<file path="config.mk">
export PLATFORM = sky130hd
export DESIGN_NAME = axi_lite_slave_regs
export DESIGN_NICKNAME = d
export VERILOG_FILES = /design/src/rtl/axi_lite_pkg.sv /design/src/rtl/axi_lite_addr_decode.sv /design/src/rtl/axi_lite_slave_regs.sv
export SDC_FILE = /design/constraint.sdc
export NUM_CORES = 2
export LEC_CHECK = 0
export ABC_CLOCK_PERIOD_IN_PS = 3800
export CAP_MARGIN = 10
export CORE_UTILIZATION = 40
export DETAILED_ROUTE_END_ITERATION = 7
export GPL_TIMING_DRIVEN = 0
export MAX_ROUTING_LAYER = met4
export PLACE_DENSITY_LB_ADDON = 0.05
export SYNTH_ARGS = -nofsm -noshare
export SYNTH_HDL_FRONTEND = slang
export SYNTH_SLANG_ARGS = --single-unit
</file>
<file path="constraint.sdc">
create_clock -name aclk -period 3.8 [get_ports aclk]
set_clock_uncertainty 0.1 [all_clocks]
set_input_delay 0.95 -clock aclk [delete_from_list [all_inputs] [get_ports aclk]]
set_output_delay 0.95 -clock aclk [all_outputs]
set_load 0.03 [all_outputs]
</file>
<file path="src/rtl/axi_lite_pkg.sv">
// ============================================================================
// Module      : axi_lite_pkg
// Description : Shared AXI4-Lite types, response codes, FSM states and the
//               byte-strobe merge helper.
// Revision    : 1.0 - initial release
// ============================================================================
`default_nettype none

package axi_lite_pkg;

    typedef logic [31:0] addr_t;
    typedef logic [31:0] data_t;
    typedef logic [3:0]  strb_t;
    typedef logic [1:0]  resp_t;

    localparam resp_t RESP_OKAY   = 2'b00;
    localparam resp_t RESP_SLVERR = 2'b10;

    typedef enum logic [1:0] {
        WR_IDLE = 2'd0,
        WR_ADDR = 2'd1,
        WR_DATA = 2'd2,
        WR_RESP = 2'd3
    } wr_state_t;

    typedef enum logic [0:0] {
        RD_IDLE = 1'b0,
        RD_DATA = 1'b1
    } rd_state_t;

    // Replace only the bytes whose strobe bit is set.
    function automatic data_t strb_merge(input data_t old_data,
                                         input data_t new_data,
                                         input strb_t strb);
        data_t merged;
        merged = old_data;
        for (int i = 0; i < 4; i++) begin
            if (strb[i]) begin
                merged[8*i +: 8] = new_data[8*i +: 8];
            end
        end
        return merged;
    endfunction

endpackage : axi_lite_pkg

`default_nettype wire

</file>
<file path="src/rtl/axi_lite_addr_decode.sv">
// ============================================================================
// Module      : axi_lite_addr_decode
// Description : Maps a byte address onto the register bank: hit flag plus
//               word index. Byte-lane bits addr[1:0] do not matter.
// Revision    : 1.0 - initial release
// ============================================================================
`default_nettype none

module axi_lite_addr_decode
    import axi_lite_pkg::*;
#(
    parameter int    NUM_REGS  = 32,
    parameter addr_t BASE_ADDR = 32'h0000_0000,
    parameter int    IDX_W     = $clog2(NUM_REGS)
) (
    input  addr_t            addr,
    output logic             hit,
    output logic [IDX_W-1:0] index
);

    localparam addr_t c_span = addr_t'(NUM_REGS * 4);

    addr_t w_offset;

    // The lower-bound test stops wrap-around below BASE_ADDR from aliasing into the bank.
    assign w_offset = addr - BASE_ADDR;
    assign hit      = (addr >= BASE_ADDR) && (w_offset < c_span);
    assign index    = w_offset[2 +: IDX_W];

endmodule : axi_lite_addr_decode

`default_nettype wire

</file>
<file path="src/rtl/axi_lite_slave_regs.sv">
// ============================================================================
// Module      : axi_lite_slave_regs
// Description : AXI4-Lite slave holding NUM_REGS 32-bit registers, with
//               independent read and write FSMs and SLVERR on misses.
// Revision    : 1.0 - initial release
// ============================================================================
`default_nettype none

module axi_lite_slave_regs
    import axi_lite_pkg::*;
#(
    parameter int    NUM_REGS  = 32,
    parameter addr_t BASE_ADDR = 32'h0000_0000
) (
    input  logic  aclk,
    input  logic  areset_n,
    input  addr_t awaddr,
    input  logic  awvalid,
    output logic  awready,
    input  data_t wdata,
    input  strb_t wstrb,
    input  logic  wvalid,
    output logic  wready,
    output resp_t bresp,
    output logic  bvalid,
    input  logic  bready,
    input  addr_t araddr,
    input  logic  arvalid,
    output logic  arready,
    output data_t rdata,
    output resp_t rresp,
    output logic  rvalid,
    input  logic  rready
);

    localparam int c_idx_w = $clog2(NUM_REGS);

    data_t              r_regs [NUM_REGS];

    wr_state_t          r_wr_state;
    logic               r_aw_hit;
    logic [c_idx_w-1:0] r_aw_index;
    data_t              r_wdata;
    strb_t              r_wstrb;
    logic               r_bvalid;
    resp_t              r_bresp;

    rd_state_t          r_rd_state;
    data_t              r_rdata;
    resp_t              r_rresp;
    logic               r_rvalid;

    logic               w_aw_hit;
    logic [c_idx_w-1:0] w_aw_index;
    logic               w_ar_hit;
    logic [c_idx_w-1:0] w_ar_index;

    logic               w_awready;
    logic               w_wready;
    logic               w_aw_hs;
    logic               w_w_hs;
    logic               w_ar_hs;

    logic               w_commit;
    logic               w_commit_hit;
    logic [c_idx_w-1:0] w_commit_index;
    data_t              w_commit_data;
    strb_t              w_commit_strb;

    axi_lite_addr_decode #(
        .NUM_REGS  (NUM_REGS),
        .BASE_ADDR (BASE_ADDR),
        .IDX_W     (c_idx_w)
    ) u_aw_decode (
        .addr  (awaddr),
        .hit   (w_aw_hit),
        .index (w_aw_index)
    );

    axi_lite_addr_decode #(
        .NUM_REGS  (NUM_REGS),
        .BASE_ADDR (BASE_ADDR),
        .IDX_W     (c_idx_w)
    ) u_ar_decode (
        .addr  (araddr),
        .hit   (w_ar_hit),
        .index (w_ar_index)
    );

    // Readys are pure state decodes so they never depend on a valid.
    assign w_awready = (r_wr_state == WR_IDLE) || (r_wr_state == WR_DATA);
    assign w_wready  = (r_wr_state == WR_IDLE) || (r_wr_state == WR_ADDR);
    assign w_aw_hs   = awvalid && w_awready;
    assign w_w_hs    = wvalid && w_wready;
    assign w_ar_hs   = arvalid && (r_rd_state == RD_IDLE);

    assign awready = w_awready;
    assign wready  = w_wready;
    assign bvalid  = r_bvalid;
    assign bresp   = r_bresp;
    assign arready = (r_rd_state == RD_IDLE);
    assign rvalid  = r_rvalid;
    assign rdata   = r_rdata;
    assign rresp   = r_rresp;

    // Pick whichever half of the write arrives last from the live bus, the other from the latch.
    always_comb begin
        w_commit       = 1'b0;
        w_commit_hit   = 1'b0;
        w_commit_index = '0;
        w_commit_data  = r_wdata;
        w_commit_strb  = r_wstrb;
        case (r_wr_state)
            WR_IDLE: begin
                if (w_aw_hs && w_w_hs) begin
                    w_commit       = 1'b1;
                    w_commit_hit   = w_aw_hit;
                    w_commit_index = w_aw_index;
                    w_commit_data  = wdata;
                    w_commit_strb  = wstrb;
                end
            end
            WR_ADDR: begin
                if (w_w_hs) begin
                    w_commit       = 1'b1;
                    w_commit_hit   = r_aw_hit;
                    w_commit_index = r_aw_index;
                    w_commit_data  = wdata;
                    w_commit_strb  = wstrb;
                end
            end
            WR_DATA: begin
                if (w_aw_hs) begin
                    w_commit       = 1'b1;
                    w_commit_hit   = w_aw_hit;
                    w_commit_index = w_aw_index;
                end
            end
            default: begin
                w_commit = 1'b0;
            end
        endcase
    end

    always_ff @(posedge aclk or negedge areset_n) begin
        if (!areset_n) begin
            r_wr_state <= WR_IDLE;
            r_aw_hit   <= 1'b0;
            r_aw_index <= '0;
            r_wdata    <= '0;
            r_wstrb    <= '0;
            r_bvalid   <= 1'b0;
            r_bresp    <= RESP_OKAY;
        end else begin
            case (r_wr_state)
                WR_IDLE: begin
                    if (w_aw_hs && w_w_hs) begin
                        r_wr_state <= WR_RESP;
                    end else if (w_aw_hs) begin
                        r_aw_hit   <= w_aw_hit;
                        r_aw_index <= w_aw_index;
                        r_wr_state <= WR_ADDR;
                    end else if (w_w_hs) begin
                        r_wdata    <= wdata;
                        r_wstrb    <= wstrb;
                        r_wr_state <= WR_DATA;
                    end
                end
                WR_ADDR: begin
                    if (w_w_hs) begin
                        r_wr_state <= WR_RESP;
                    end
                end
                WR_DATA: begin
                    if (w_aw_hs) begin
                        r_wr_state <= WR_RESP;
                    end
                end
                WR_RESP: begin
                    if (bready) begin
                        r_bvalid   <= 1'b0;
                        r_wr_state <= WR_IDLE;
                    end
                end
                default: begin
                    r_wr_state <= WR_IDLE;
                end
            endcase
            if (w_commit) begin
                r_bvalid <= 1'b1;
                r_bresp  <= w_commit_hit ? RESP_OKAY : RESP_SLVERR;
            end
        end
    end

    always_ff @(posedge aclk or negedge areset_n) begin
        if (!areset_n) begin
            for (int i = 0; i < NUM_REGS; i++) begin
                r_regs[i] <= '0;
            end
        end else if (w_commit && w_commit_hit) begin
            r_regs[w_commit_index] <= strb_merge(r_regs[w_commit_index],
                                                 w_commit_data, w_commit_strb);
        end
    end

    // Non-blocking capture means a same-edge write is not yet visible: read sees the old value.
    always_ff @(posedge aclk or negedge areset_n) begin
        if (!areset_n) begin
            r_rd_state <= RD_IDLE;
            r_rdata    <= '0;
            r_rresp    <= RESP_OKAY;
            r_rvalid   <= 1'b0;
        end else begin
            case (r_rd_state)
                RD_IDLE: begin
                    if (w_ar_hs) begin
                        r_rdata    <= w_ar_hit ? r_regs[w_ar_index] : '0;
                        r_rresp    <= w_ar_hit ? RESP_OKAY : RESP_SLVERR;
                        r_rvalid   <= 1'b1;
                        r_rd_state <= RD_DATA;
                    end
                end
                RD_DATA: begin
                    if (rready) begin
                        r_rvalid   <= 1'b0;
                        r_rd_state <= RD_IDLE;
                    end
                end
                default: begin
                    r_rd_state <= RD_IDLE;
                end
            endcase
        end
    end

endmodule : axi_lite_slave_regs

`default_nettype wire

</file>
==> results by group <==
Run status
  – Outcome: finished with violations
  – Failing checks: negative setup slack

Critical path
  – CP max-delay cell: a222oi_1
  – Crit path DAT: between 5 and 6 ns
  – CP Buf/Inv Count: 7
  – Startpoint Class: register
  – FF-to-FF setup slack: -0.74 ns
  – R2r endpoint: r_regs[733]
  – CP delay by family, top: compound AO/OA/AOI/OAI gates
  – Maximum fanout along the worst path: 7
  – Kind of critical path: register to register
  – Reg2reg path depth: 15
  – CP Capture Type: register
  – Worst Path Required: around 4.3 ns
  – Worst path max stage delay: about 0.9 ns
  – Worst-path cell chain: buf_6, ha_4, a21o_4, bufbuf_16, a32oi_4, buf_12, nor2_4, clkbuf_16, buf_12, a222oi_1, o221ai_1, o41ai_4, buf_6, clkbuf_16, o21ai_0
  – Reg2reg start: r_wr_state[1]

Pwr
  – P_sw: 20.0 mW
  – Int Pwr: about 26 mW
  – Pwr Density: 645 mW/mm^2
  – Pwr Total: ~46 mW
  – Switching share of power: 43.7%
  – P_leak: approximately 30 nW
  – Clock Power Share: 29.6%
  – Max VDD drop: ~0.4 mV
  – Gate power share: about 44%
  – Reg power frac: a little over a quarter

Floorplanning
  – Number of cell rows: around 140
  – Core Region: 0.143 sq mm
  – Initial core utilization: 40.3%
  – I/O Pins: about 150
  – Die Wd: approximately 380 microns
  – Die area: approximately 0.15 sq mm
  – Die height: 382 microns

STA
  – Final setup fails: between 1,000 and 1,500
  – Worst setup margin: -0.736 ns
  – Tcrit/Tclk final: 119%
  – Slew headroom: 9.52%
  – Pins Over Slew Limit: 0
  – Final min period: 4.54 ns
  – Tightest Pin Transition: between 1 and 1.5 ns
  – Final Hold Fails: 0
  – Fmax: approximately 220 MHz
  – RSZ-0062 raised after global routing: true

Drt
  – First-pass iteration count of the detailed router: 8
  – Vias per cell: approximately 7
  – Vias post-DR: around 53,000
  – DRC viols: 0
  – Routed Antenna Nets: 0
  – DRT iter0 DRCs: 9,240
  – Wire length per cell: 44.2 microns
  – Routed WL: 342 mm

GRT
  – Global Route Usage Sum: 47.7%
  – GR Util met2: between 60% and 70%
  – Largest net degree at the start of global routing: between 150 and 200
  – Initial antenna violation count: 24
  – First-pass GRT wire length: approximately 450 mm
  – Met3 Resource Use GR: about a quarter
  – GRT overflow: 0
  – Most used routing layer: met1
  – Vias in the first global route: between 40,000 and 50,000
  – Routing usage on met1: between 60% and 70%

Logic synthesis
  – #FFs+latches synth: 1,105
  – Avg Cell Area, Syn: around 11 sq um
  – Mapped Cells: 5,256
  – Cell accounting for the most synthesized area: dfrtp_1
  – Synth top cells by count: dfrtp_1 (1,105), nand2_1 (865), o21ai_0 (615), mux2_2 (366), clkbuf_1 (326)
  – Post-synthesis sequential area ratio: 47.9%
  – Most frequent cell after synthesis: dfrtp_1
  – Ys async rst share: 100%
  – Area contributors post-synth: dfrtp_1 (48%), mux4_2 (12%), mux2_2 (7.1%)
  – YS warnings: 0
  – Mapped Area: approximately 0.058 sq mm
  – Share of Yosys cell area claimed by the top area cell type: roughly 48%
  – Ys flop type: dfrtp_1
  – EDFF count, synth: 0
  – Yosys cell types: 66

Clocking
  – Root Driver: clkbuf_16
  – Num CTS Buffers: roughly 140
  – CTS max path bufs: 3
  – TritonCTS clock tree: done
  – Clock-pin slew on the worst setup and hold paths: roughly 0.06 ns
  – H-tree Lvls: 4
  – Clock Sinks: between 1,000 and 1,500
  – Clock latency on the worst-skew pair: around 0.80 ns

Worst hold path
  – Worst min path class: register to register
  – Worst Hold Depth: 1
  – Hold_sp: r_rd_state
  – Hold-critical path endpoint: rvalid

Placed design
  – Port buffer count: ~140
  – DP Wirelength: around 260 mm
  – DP Worst Slack: -3.10 ns
  – Gpl congestion: approximately 1.1

Cells and area
  – Fill count: 13,291
  – Layout area overhead: 22.7%
  – Nets: between 5,000 and 6,000
  – Share of layout cells above drive strength 1: approximately 30%

Job
  – Total of max-cap violations: 0
-- power by group through the flow --
stage          Sequential, mW  Clock [mW]  Combinational (mW)
4_1_cts                  12.2        13.5                17.8
5_1_grt                  12.3        13.9                19.6
3_5_place_dp             12.4           0                15.0
6_report                 12.2        13.5                19.9
3_3_place_gp             12.5           0                14.6
2_1_floorplan            12.4           0                6.35
-- area by class of cell --
class	instances	area, sq um	area share, %
well taps	1903	2380	3.36
clock buffers	206	4150	5.86
clock inverters	34	354	0.500
inverters	39	150	0.212
multi-input cells	3520	28300	39.9
diodes	19	47.5	0.0671
flip-flops and latches	1105	27700	39.0
plain buffers	593	4260	6.01
repair buffers	309	3580	5.05
-- worst max-delay path by stage --
stage / slack (ns) / from / cells after the start / to
after floorplan: 0.26 / wvalid / 11 / r_regs[108]
after global placement: -52.20 / areset_n / 1 / r_regs[157]
after detailed placement: -3.10 / wvalid / 12 / r_regs[818]
after CTS: -0.53 / r_wr_state[0] / 17 / r_regs[637]
after global routing: -0.71 / r_wr_state[1] / 16 / r_regs[333]
final: -0.74 / r_wr_state[1] / 15 / r_regs[733]
-- state kept, by name (all words and copies together) (netlist names) --
register    count
r_regs       1024
r_wdata        32
rdata          32
r_aw_index      5
r_wstrb         4
r_wr_state      2
bresp           1
bvalid          1
r_aw_hit        1
r_rd_state      1
rresp           1
rvalid          1
-- per-stage QoR --
step	utilization [%]	hold WS, ns	std cells	area, sq um	setup TNS [ns]
after floorplan	-	0.323	5257	57800	0
after global placement	42.9	0.330	7296	61500	-
after detailed placement	43.4	0.354	7336	62300	-2744.67
after CTS	48.8	0.362	7680	70000	-378.78
after global routing	49.4	0.371	7721	70800	-495.16
final	49.4	0.362	7728	70900	-509.51
-- layout by cell type (no fill, tap or decap), types with 13 or more instances in the layout --
| cell type | instances |
|---|---|
| a2111o_1 | 24 |
| a21oi_1 | 22 |
| a222oi_1 | 96 |
| a22oi_1 | 14 |
| a31o_2 | 24 |
| a31oi_1 | 89 |
| a31oi_2 | 15 |
| a31oi_4 | 18 |
| a32oi_1 | 172 |
| buf_1 | 23 |
| buf_12 | 41 |
| buf_16 | 24 |
| buf_2 | 92 |
| buf_4 | 141 |
| buf_6 | 71 |
| buf_8 | 41 |
| clkbuf_1 | 170 |
| clkbuf_16 | 151 |
| clkbuf_2 | 116 |
| clkbuf_4 | 45 |
| clkbuf_8 | 45 |
| clkdlybuf4s50_1 | 132 |
| clkinv_2 | 19 |
| dfrtp_1 | 1105 |
| diode_2 | 19 |
| inv_1 | 36 |
| mux2_2 | 363 |
| mux2i_1 | 73 |
| mux4_2 | 320 |
| nand2_1 | 863 |
| nand3_1 | 315 |
| nor2_1 | 18 |
| o21ai_0 | 542 |
| o21ai_1 | 317 |
| o21ai_2 | 37 |
| o221ai_1 | 13 |
| o31ai_4 | 20 |
| or2_2 | 18 |
-- timing repair --
item                                    4_1_cts  5_1_grt
pin swaps                                    94       53
endpoints found under the hold margin        24        0
setup buffers                                97       27
gates cloned                                  6        2
hold buffers                                  1        0
endpoints found under the setup margin     1087     1080
resized for setup                           631      276
-- kinds of logic after synthesis --
logic type                 synth area share (%)
AOI/OAI and AO/OA                          16.7
and+or+nand+nor                            9.37
DFF                                        47.9
muxes                                      20.9
buffers and inverters                      5.02
adders and majority gates                0.0867
other                                   0.00649
-- metal layers --
layer	share of wire [%]	wire [microns]
met1	39	134000
met2	39	133000
met3	16	55500
met4	5.6	19200
met5	0	0
No activity file was read; power rests on OpenSTA's default activity.
